--- config.mk ---
export PLATFORM = sky130hd
export DESIGN_NAME = uart_tx_fifo_reader
export DESIGN_NICKNAME = d
export VERILOG_FILES = /design/src/rtl/uart_tx_fifo_reader.sv
export SDC_FILE = /design/constraint.sdc
export NUM_CORES = 1
export LEC_CHECK = 0
export CAP_MARGIN = 20
export CORE_MARGIN = 1.5
export CORE_UTILIZATION = 25
export CTS_BUF_LIST = sky130_fd_sc_hd__clkbuf_16
export DETAILED_ROUTE_END_ITERATION = 8
export PLACE_DENSITY = 0.43
export SLEW_MARGIN = 10
export SYNTH_ARGS = -nofsm -noshare
export SYNTH_HDL_FRONTEND = slang
export SYNTH_SLANG_ARGS = --single-unit
--- constraint.sdc ---
create_clock -name i_clk -period 2.1 [get_ports i_clk]
set_input_delay 0.315 -clock i_clk [delete_from_list [all_inputs] [get_ports i_clk]]
set_output_delay 0.315 -clock i_clk [all_outputs]
set_load 0.005 [all_outputs]
--- src/rtl/uart_tx_fifo_reader.sv ---
// UART transmitter that pops bytes from an upstream FIFO and serialises them LSB first.
// Define UART_TX_PARITY_EN to insert an even-parity bit between the last data bit and stop.
module uart_tx_fifo_reader #(
    parameter int unsigned NB_UARTTX_DATA      = 8,
    parameter int unsigned SB_UARTTX_TICK      = 16,
    parameter int unsigned N_UARTTX_OVERSAMPLE = 16
) (
    input  logic                      i_clk,
    input  logic                      i_reset,
    input  logic                      i_uarttx_TICK,
    input  logic                      i_uarttx_FIFOEMPTY,
    input  logic [NB_UARTTX_DATA-1:0] i_uarttx_FIFODATA,
    output logic                      o_uarttx_FIFOREAD,
    output logic                      o_uarttx_TX,
    output logic                      o_uarttx_BUSY,
    output logic                      o_uarttx_DONE
);

    localparam int unsigned TickMax = (N_UARTTX_OVERSAMPLE > SB_UARTTX_TICK) ?
                                      N_UARTTX_OVERSAMPLE : SB_UARTTX_TICK;
    localparam int unsigned CntW    = (TickMax > 1) ? $clog2(TickMax) : 1;
    localparam int unsigned IdxW    = (NB_UARTTX_DATA > 1) ? $clog2(NB_UARTTX_DATA) : 1;

    localparam logic [CntW-1:0] BitLast  = CntW'(N_UARTTX_OVERSAMPLE - 1);
    localparam logic [CntW-1:0] StopLast = CntW'(SB_UARTTX_TICK - 1);
    localparam logic [IdxW-1:0] IdxLast  = IdxW'(NB_UARTTX_DATA - 1);

`ifdef UART_TX_PARITY_EN
    typedef enum logic [2:0] {StIdle, StStart, StData, StParity, StStop} state_e;
`else
    typedef enum logic [2:0] {StIdle, StStart, StData, StStop} state_e;
`endif

    state_e                    state_q;
    logic [CntW-1:0]           tick_cnt_q;
    logic [IdxW-1:0]           bit_idx_q;
    logic [NB_UARTTX_DATA-1:0] shift_q;
    logic [NB_UARTTX_DATA-1:0] shift_nxt;
    logic                      tx_q;
    logic                      busy_q;
    logic                      done_q;
`ifdef UART_TX_PARITY_EN
    logic                      parity_q;
`endif

    // The DONE cycle is the one idle gap between frames, so no pop is taken in it.
    assign o_uarttx_FIFOREAD = !i_reset && (state_q == StIdle) && !i_uarttx_FIFOEMPTY && !done_q;

    assign shift_nxt     = shift_q >> 1;
    assign o_uarttx_TX   = tx_q;
    assign o_uarttx_BUSY = busy_q;
    assign o_uarttx_DONE = done_q;

    always_ff @(posedge i_clk) begin
        if (i_reset) begin
            state_q    <= StIdle;
            tick_cnt_q <= '0;
            bit_idx_q  <= '0;
            shift_q    <= '0;
            tx_q       <= 1'b1;
            busy_q     <= 1'b0;
            done_q     <= 1'b0;
`ifdef UART_TX_PARITY_EN
            parity_q   <= 1'b0;
`endif
        end else begin
            done_q <= 1'b0;
            case (state_q)
                StIdle: begin
                    if (o_uarttx_FIFOREAD) begin
                        shift_q    <= i_uarttx_FIFODATA;
`ifdef UART_TX_PARITY_EN
                        parity_q   <= ^i_uarttx_FIFODATA;
`endif
                        tick_cnt_q <= '0;
                        tx_q       <= 1'b0;
                        busy_q     <= 1'b1;
                        state_q    <= StStart;
                    end
                end
                StStart: begin
                    if (i_uarttx_TICK) begin
                        if (tick_cnt_q == BitLast) begin
                            tick_cnt_q <= '0;
                            bit_idx_q  <= '0;
                            tx_q       <= shift_q[0];
                            state_q    <= StData;
                        end else begin
                            tick_cnt_q <= tick_cnt_q + CntW'(1);
                        end
                    end
                end
                StData: begin
                    if (i_uarttx_TICK) begin
                        if (tick_cnt_q == BitLast) begin
                            tick_cnt_q <= '0;
                            shift_q    <= shift_nxt;
                            if (bit_idx_q == IdxLast) begin
`ifdef UART_TX_PARITY_EN
                                tx_q    <= parity_q;
                                state_q <= StParity;
`else
                                tx_q    <= 1'b1;
                                state_q <= StStop;
`endif
                            end else begin
                                bit_idx_q <= bit_idx_q + IdxW'(1);
                                tx_q      <= shift_nxt[0];
                            end
                        end else begin
                            tick_cnt_q <= tick_cnt_q + CntW'(1);
                        end
                    end
                end
`ifdef UART_TX_PARITY_EN
                StParity: begin
                    if (i_uarttx_TICK) begin
                        if (tick_cnt_q == BitLast) begin
                            tick_cnt_q <= '0;
                            tx_q       <= 1'b1;
                            state_q    <= StStop;
                        end else begin
                            tick_cnt_q <= tick_cnt_q + CntW'(1);
                        end
                    end
                end
`endif
                StStop: begin
                    if (i_uarttx_TICK) begin
                        if (tick_cnt_q == StopLast) begin
                            tick_cnt_q <= '0;
                            done_q     <= 1'b1;
                            busy_q     <= 1'b0;
                            state_q    <= StIdle;
                        end else begin
                            tick_cnt_q <= tick_cnt_q + CntW'(1);
                        end
                    end
                end
                default: begin
                    tx_q    <= 1'b1;
                    busy_q  <= 1'b0;
                    state_q <= StIdle;
                end
            endcase
        end
    end

endmodule

### Yosys cells after proc, flatten, opt, wreduce, memory -nomap -nowiden

Cells that the tools add are included.

| storage, ports and cells | value |
|---|---|
| bits in registers | 21 |
| input port bits | 12 |
| word-level logic and storage cells | 79 |

| cells by class | value |
|---|---|
| add/subtract/negate cells | 2 |
| equality and inequality tests | 15 |
| multiplexer cells | 33 |
| bitwise logic cells | 3 |
| reduce and logical (&&, ||, !) cells | 19 |

Operators by type and width:

| cell | number |
|---|---|
| 2-to-1 mux 3 bit | 11 |
| 2-to-1 mux 8 bit | 3 |
| inequality test 2 bit, second input constant | 9 |
| one-hot mux 8 bit (2 select lines) | 1 |
| 2-to-1 mux 4 bit | 3 |
| one-hot mux 3 bit (4 select lines) | 1 |
| AND reduction 6 bit | 2 |
| 2-to-1 mux 1 bit | 10 |
| one-hot mux 4 bit (2 select lines) | 1 |
| AND reduction 4 bit | 2 |
| AND reduction 8 bit | 1 |
| equality test 3 x 2 -> 1 bit, second input constant | 2 |
| one-hot mux 3 bit (2 select lines) | 1 |
| nonzero test 2 bit | 3 |
| OR reduction 3 bit | 2 |
| adder 4 x 1 -> 4 bit, second input constant | 1 |
| equality test 4 bit, second input constant | 1 |
| one-hot mux 1 bit (4 select lines) | 1 |
| adder 3 x 1 -> 3 bit, second input constant | 1 |
| equality test 3 x 1 -> 1 bit, second input constant | 1 |
| equality test 3 bit, second input constant | 1 |
| logical AND 1 bit | 3 |
| zero test 1 bit | 3 |
| zero test 3 bit | 1 |
| 5 further kinds | 7 |

### Longest topological paths before layout

| logic depth | value |
|---|---|
| depth after elaboration | 6 |
| gate-level depth with buffers | 8 |
| gate-level depth less buffers | 6 |

### Worst setup path before layout

Ideal clock, no wire load.

| timing path | value |
|---|---|
| path kind | reg2reg |
| start point | register state_q[0] |
| end point | register shift_q[3] |
| library setup time | 0.079 ns |
| arrival time | 1.558 ns |
| required time | 2.021 ns |
| setup slack | 0.463 ns |
| cell stages (with the launch flop) | 8 |
| path buffers | 1 |
| period minus slack after synthesis | 1.637 ns |
| cell sequence | dfxtp_1 inv_1 ha_1 o31a_1 a211oi_4 buf_6 nor2_1 a211oi_2 |

| on the way | value |
|---|---|
| longest elaborated chain between the ends | 6 |
| elaborated cells between the ends (all ways) | 11 |
| classes of those cells | eq/ne: 4; mux: 1; reduce/logical: 6 |

Ends and longest elaborated chain:

| element | RTL line | source |
|---|---|---|
| start, declared | 34 | `state_e state_q;` |
| start signal, assigned | 56 | `state_q <= StIdle;` |
| start signal, assigned | 78 | `state_q <= StStart;` |
| start signal, assigned | 87 | `state_q <= StData;` |
| zero test 3 bit | 47, 68 |  |
| logical AND 1 bit (3 in series) | 47 | `assign o_uarttx_FIFOREAD = !i_reset && (state_q == StIdle) && !i_uarttx_FIFOEMPTY && !done_q;` |
| inequality test 2 bit (no source line) | -- |  |
| AND reduction 4 bit (no source line) | -- |  |
| end signal, assigned | 71 | `shift_q <= i_uarttx_FIFODATA;` |
| end signal, assigned | 97 | `shift_q <= shift_nxt;` |
| end, declared | 37 | `logic [NB_UARTTX_DATA-1:0] shift_q;` |

Several ways; a longest one is shown, not always the timed one.
A chain may end at the register's enable or synchronous reset.

### Final worst setup path

| timing path | value |
|---|---|
| start point | register state_q[0] |
| end point | output port o_uarttx_FIFOREAD |

| on the way | value |
|---|---|
| longest elaborated chain between the ends | 4 |

Ends and longest elaborated chain:

| element | RTL line | source |
|---|---|---|
| zero test 3 bit | 47 |  |
| logical AND 1 bit (3 in series) | 47 |  |
| end, declared | 13 | `output logic o_uarttx_FIFOREAD,` |

No other way between the ends.

==> results_dict.tcl <==
set metrics [dict create \
    setup-violations-final 0 \
    fp.dieH_um 69.2 \
    core_um2 4120 \
    rr_startpoint "state_q[0]" \
    design_power_total_mw 1.69 \
    cts_tree "yes" \
    design_area_um2 1460 \
    grt_pass1_wl_um 4220 \
    cts_hold_buf 0 \
    post-cts-setup-buffers 0 \
    grt.overflow.total 0 \
    clk_pin_slew_ps 60 \
    arrival_ps 1700 \
    timing_worst_slew_pin_value_ps 378 \
    stdcell_count 191 \
    multi_input_area_um2 658 \
    p_per_area_nw_per_um2 1150 \
    fin_tns_setup_ps 0 \
    worstHoldPathCells 2 \
    synth.cell_area_um2 1090 \
    synth_nets 140 \
    diodes 0 \
    maxCapViolCount 0 \
    io_pins 16 \
    ant_nets 0 \
    rows 23 \
    area_delta_synth_final_pct 33.7 \
    clock-sinks 20 \
    p_switching_uw 520 \
    dp.cells 187 \
    h-tree-depth 1 \
    leakage_nw 0.555 \
    p_int_mw 1.17 \
    startpoint_type "register" \
    grt_pass1_vias 962 \
    p_seq_share_pct 30.3 \
    comb_power_share_pct 38.8 \
    grt_antenna_before_repair 0 \
    fp.dieW_um 69.2 \
    clkPwrFrac_pct 30.9 \
    ys_seq_elements 20 \
    synth_seq_area_share_pct 36.6 \
    layout.nets 163 \
    dpl_cell_area_um2 1350 \
    switching_share_pct 30.8 \
    hold_violations 0 \
    portBuffers 15 \
    ys.warnings.count 0 \
    reg2reg_slack_ps 340 \
    period_minus_slack_ps 2010 \
    drtIter0Drc 23 \
    insertion_delay_ps 250 \
    grt.total_usage_pct 10.8 \
    cp-end-kind "output pin" \
    routedWlPerCell_um 12.7 \
    yosys.cell_types.count 33 \
    path_max_fanout 4 \
    slew_violations 0 \
    min_period_over_period_pct 95.8 \
    fillers 432 \
    seqCellArea_um2 400 \
    syn_inst 119 \
    gp_congestion 0.773 \
    firstDrtPassIters 3 \
    peakVddDrop_v 0.000391 \
    hold_end "bit_idx_q[2]" \
    rr_endpoint "tick_cnt_q[3]" \
    cts-root-buf "clkbuf_16" \
    fmax_mhz 497 \
    fin_skew_ps 1.98 \
    clk_path_buf_depth 2 \
    drc_errors 0 \
    hold_start "bit_idx_q[2]" \
    drive_gt1_share_pct 12.8 \
    relSlewSlack_pct 74.5 \
    r2r_cells 7 \
    path_class "reg2out" \
    place_hpwl_um 1750 \
    status "complete, no violations" \
    grt_max_degree 21 \
    die_area_um2 4790 \
    start_util_pct 26.6 \
    min_path_type "reg2reg" \
    totalWireLength_um 2420 \
    worst_ep_required_time_ps 1780 \
    syn_area_per_cell_um2 9.20 \
    numCtsBuffers 3 \
    vias_per_cell 4.98 \
    dr_total_vias 952 \
]
power by group through the flow:
stage / Combinational, mW / Clock [mW] / Sequential (mW)
6_report: 0.654 / 0.522 / 0.511
5_1_grt: 0.732 / 0.553 / 0.523
4_1_cts: 0.656 / 0.539 / 0.511
3_5_place_dp: 0.651 / 0 / 0.519
3_3_place_gp: 0.650 / 0 / 0.516
2_1_floorplan: 0.450 / 0 / 0.509
worst max-delay path: stages (launching register included):
cell             delay (ps)
dfxtp_1                 340
inv_1                   140
ha_1                    210
nor4b_2                 210
clkdlybuf4s50_1         540
sequential cells by signal, indices dropped and copies added (netlist names):
name / cells
shift_q: 8
state_q: 2
o_uarttx_DONE: 1
o_uarttx_BUSY: 1
tick_cnt_q: 4
bit_idx_q: 3
o_uarttx_TX: 1
worst max-delay path by stage:
| stage | startpoint | endpoint | slack [ps] | cells after the start |
|---|---|---|---|---|
| after floorplan | state_q[0] | shift_q[3] | 460 | 7 |
| after global placement | i_reset | shift_q[0] | 160 | 6 |
| after detailed placement | i_reset | shift_q[5] | 120 | 6 |
| after CTS | state_q[0] | o_uarttx_FIFOREAD | 50 | 4 |
| after global routing | state_q[0] | o_uarttx_FIFOREAD | -50 | 4 |
| final | state_q[0] | o_uarttx_FIFOREAD | 90 | 4 |
cell type report:
type | count | share of cell area, %
multi-input cells | 90 | 45.0
repair buffers | 23 | 15.2
clock buffers | 3 | 5.13
well taps | 50 | 4.27
clock inverters | 1 | 2.05
flip-flops and latches | 20 | 27.4
inverters | 4 | 1.03
cell usage after synthesis:
| cell | n | area [µm²] |
|---|---|---|
| nand3b_1 | 2 | 15.0 |
| o31ai_1 | 1 | 7.51 |
| inv_1 | 4 | 15.0 |
| nor4b_1 | 2 | 17.5 |
| o21ai_0 | 5 | 25.0 |
| dfxtp_1 | 20 | 400 |
| mux2i_1 | 8 | 80.1 |
| nor2_1 | 15 | 56.3 |
| a21oi_1 | 8 | 40.0 |
| a211oi_1 | 7 | 52.6 |
| nand2b_1 | 1 | 6.26 |
| a211oi_2 | 2 | 25.0 |
| ha_1 | 9 | 113 |
| or3_1 | 2 | 12.5 |
| nor2b_1 | 2 | 12.5 |
| a31oi_1 | 1 | 6.26 |
| and3_1 | 3 | 18.8 |
| mux2_2 | 1 | 11.3 |
| nand3_1 | 3 | 15.0 |
| buf_2 | 1 | 5.00 |
| o31a_1 | 1 | 8.76 |
| nand4_1 | 1 | 6.26 |
| buf_6 | 1 | 11.3 |
| a22oi_1 | 1 | 7.51 |
| nand4_2 | 1 | 12.5 |
| nor3b_1 | 1 | 7.51 |
| clkbuf_1 | 3 | 11.3 |
| nand4b_1 | 1 | 8.76 |
| nand2_1 | 6 | 22.5 |
| o32ai_1 | 1 | 8.76 |
| and4_1 | 2 | 17.5 |
| a221oi_1 | 2 | 17.5 |
| a211oi_4 | 1 | 20.0 |
per-stage QoR:
stage,hold WS [ps],setup WS (ps),utilization [%]
2_1_floorplan,436,463,-
3_3_place_gp,448,158,32.9
3_5_place_dp,464,117,32.9
4_1_cts,475,52.1,35.4
5_1_grt,492,-45.4,35.6
6_report,471,89.1,35.6
cell families (layout without fill, tap and decap cells):
family          count (synthesis)  count (layout)  share of synthesized area, %
fa+ha+maj                       9               9                          10.3
mux                             9               9                          8.34
buf+inv                         9              31                          3.88
simple gates                   42              42                          20.9
compound gates                 30              30                          20.0
flops                          20              20                          36.6
placed cells by master, fill, tap and decap left out, drive strengths merged, types with 2 or more instances in the layout:
cell,n
nor4b,2
ha,9
clkdlybuf4s50,15
and3,3
nand3b,2
and4,2
nand2,6
dfxtp,20
nand3,3
or3,2
nor2b,2
o21ai,5
nor2,15
mux2i,8
a21oi,8
clkbuf,3
nand4,2
inv,4
a211oi,10
buf,8
a221oi,2
timing repair:
item | CTS | global route
setup endpoints to repair | 0 | 1
resized for setup | 0 | 1
hold endpoints to repair | 0 | 0
per-layer routing:
| metal | vias up | part of all wire [%] | global-route usage (%) |
|---|---|---|---|
| met3 | 6 | 3.3 | 2.18 |
| met2 | 19 | 45 | 17.5 |
| met5 | - | 0 | 0 |
| met1 | 443 | 49 | 13.3 |
| li1 | 484 | - | - |
| met4 | 0 | 2.0 | 5.88 |
Note: power is estimated with default switching activity, not from simulation.
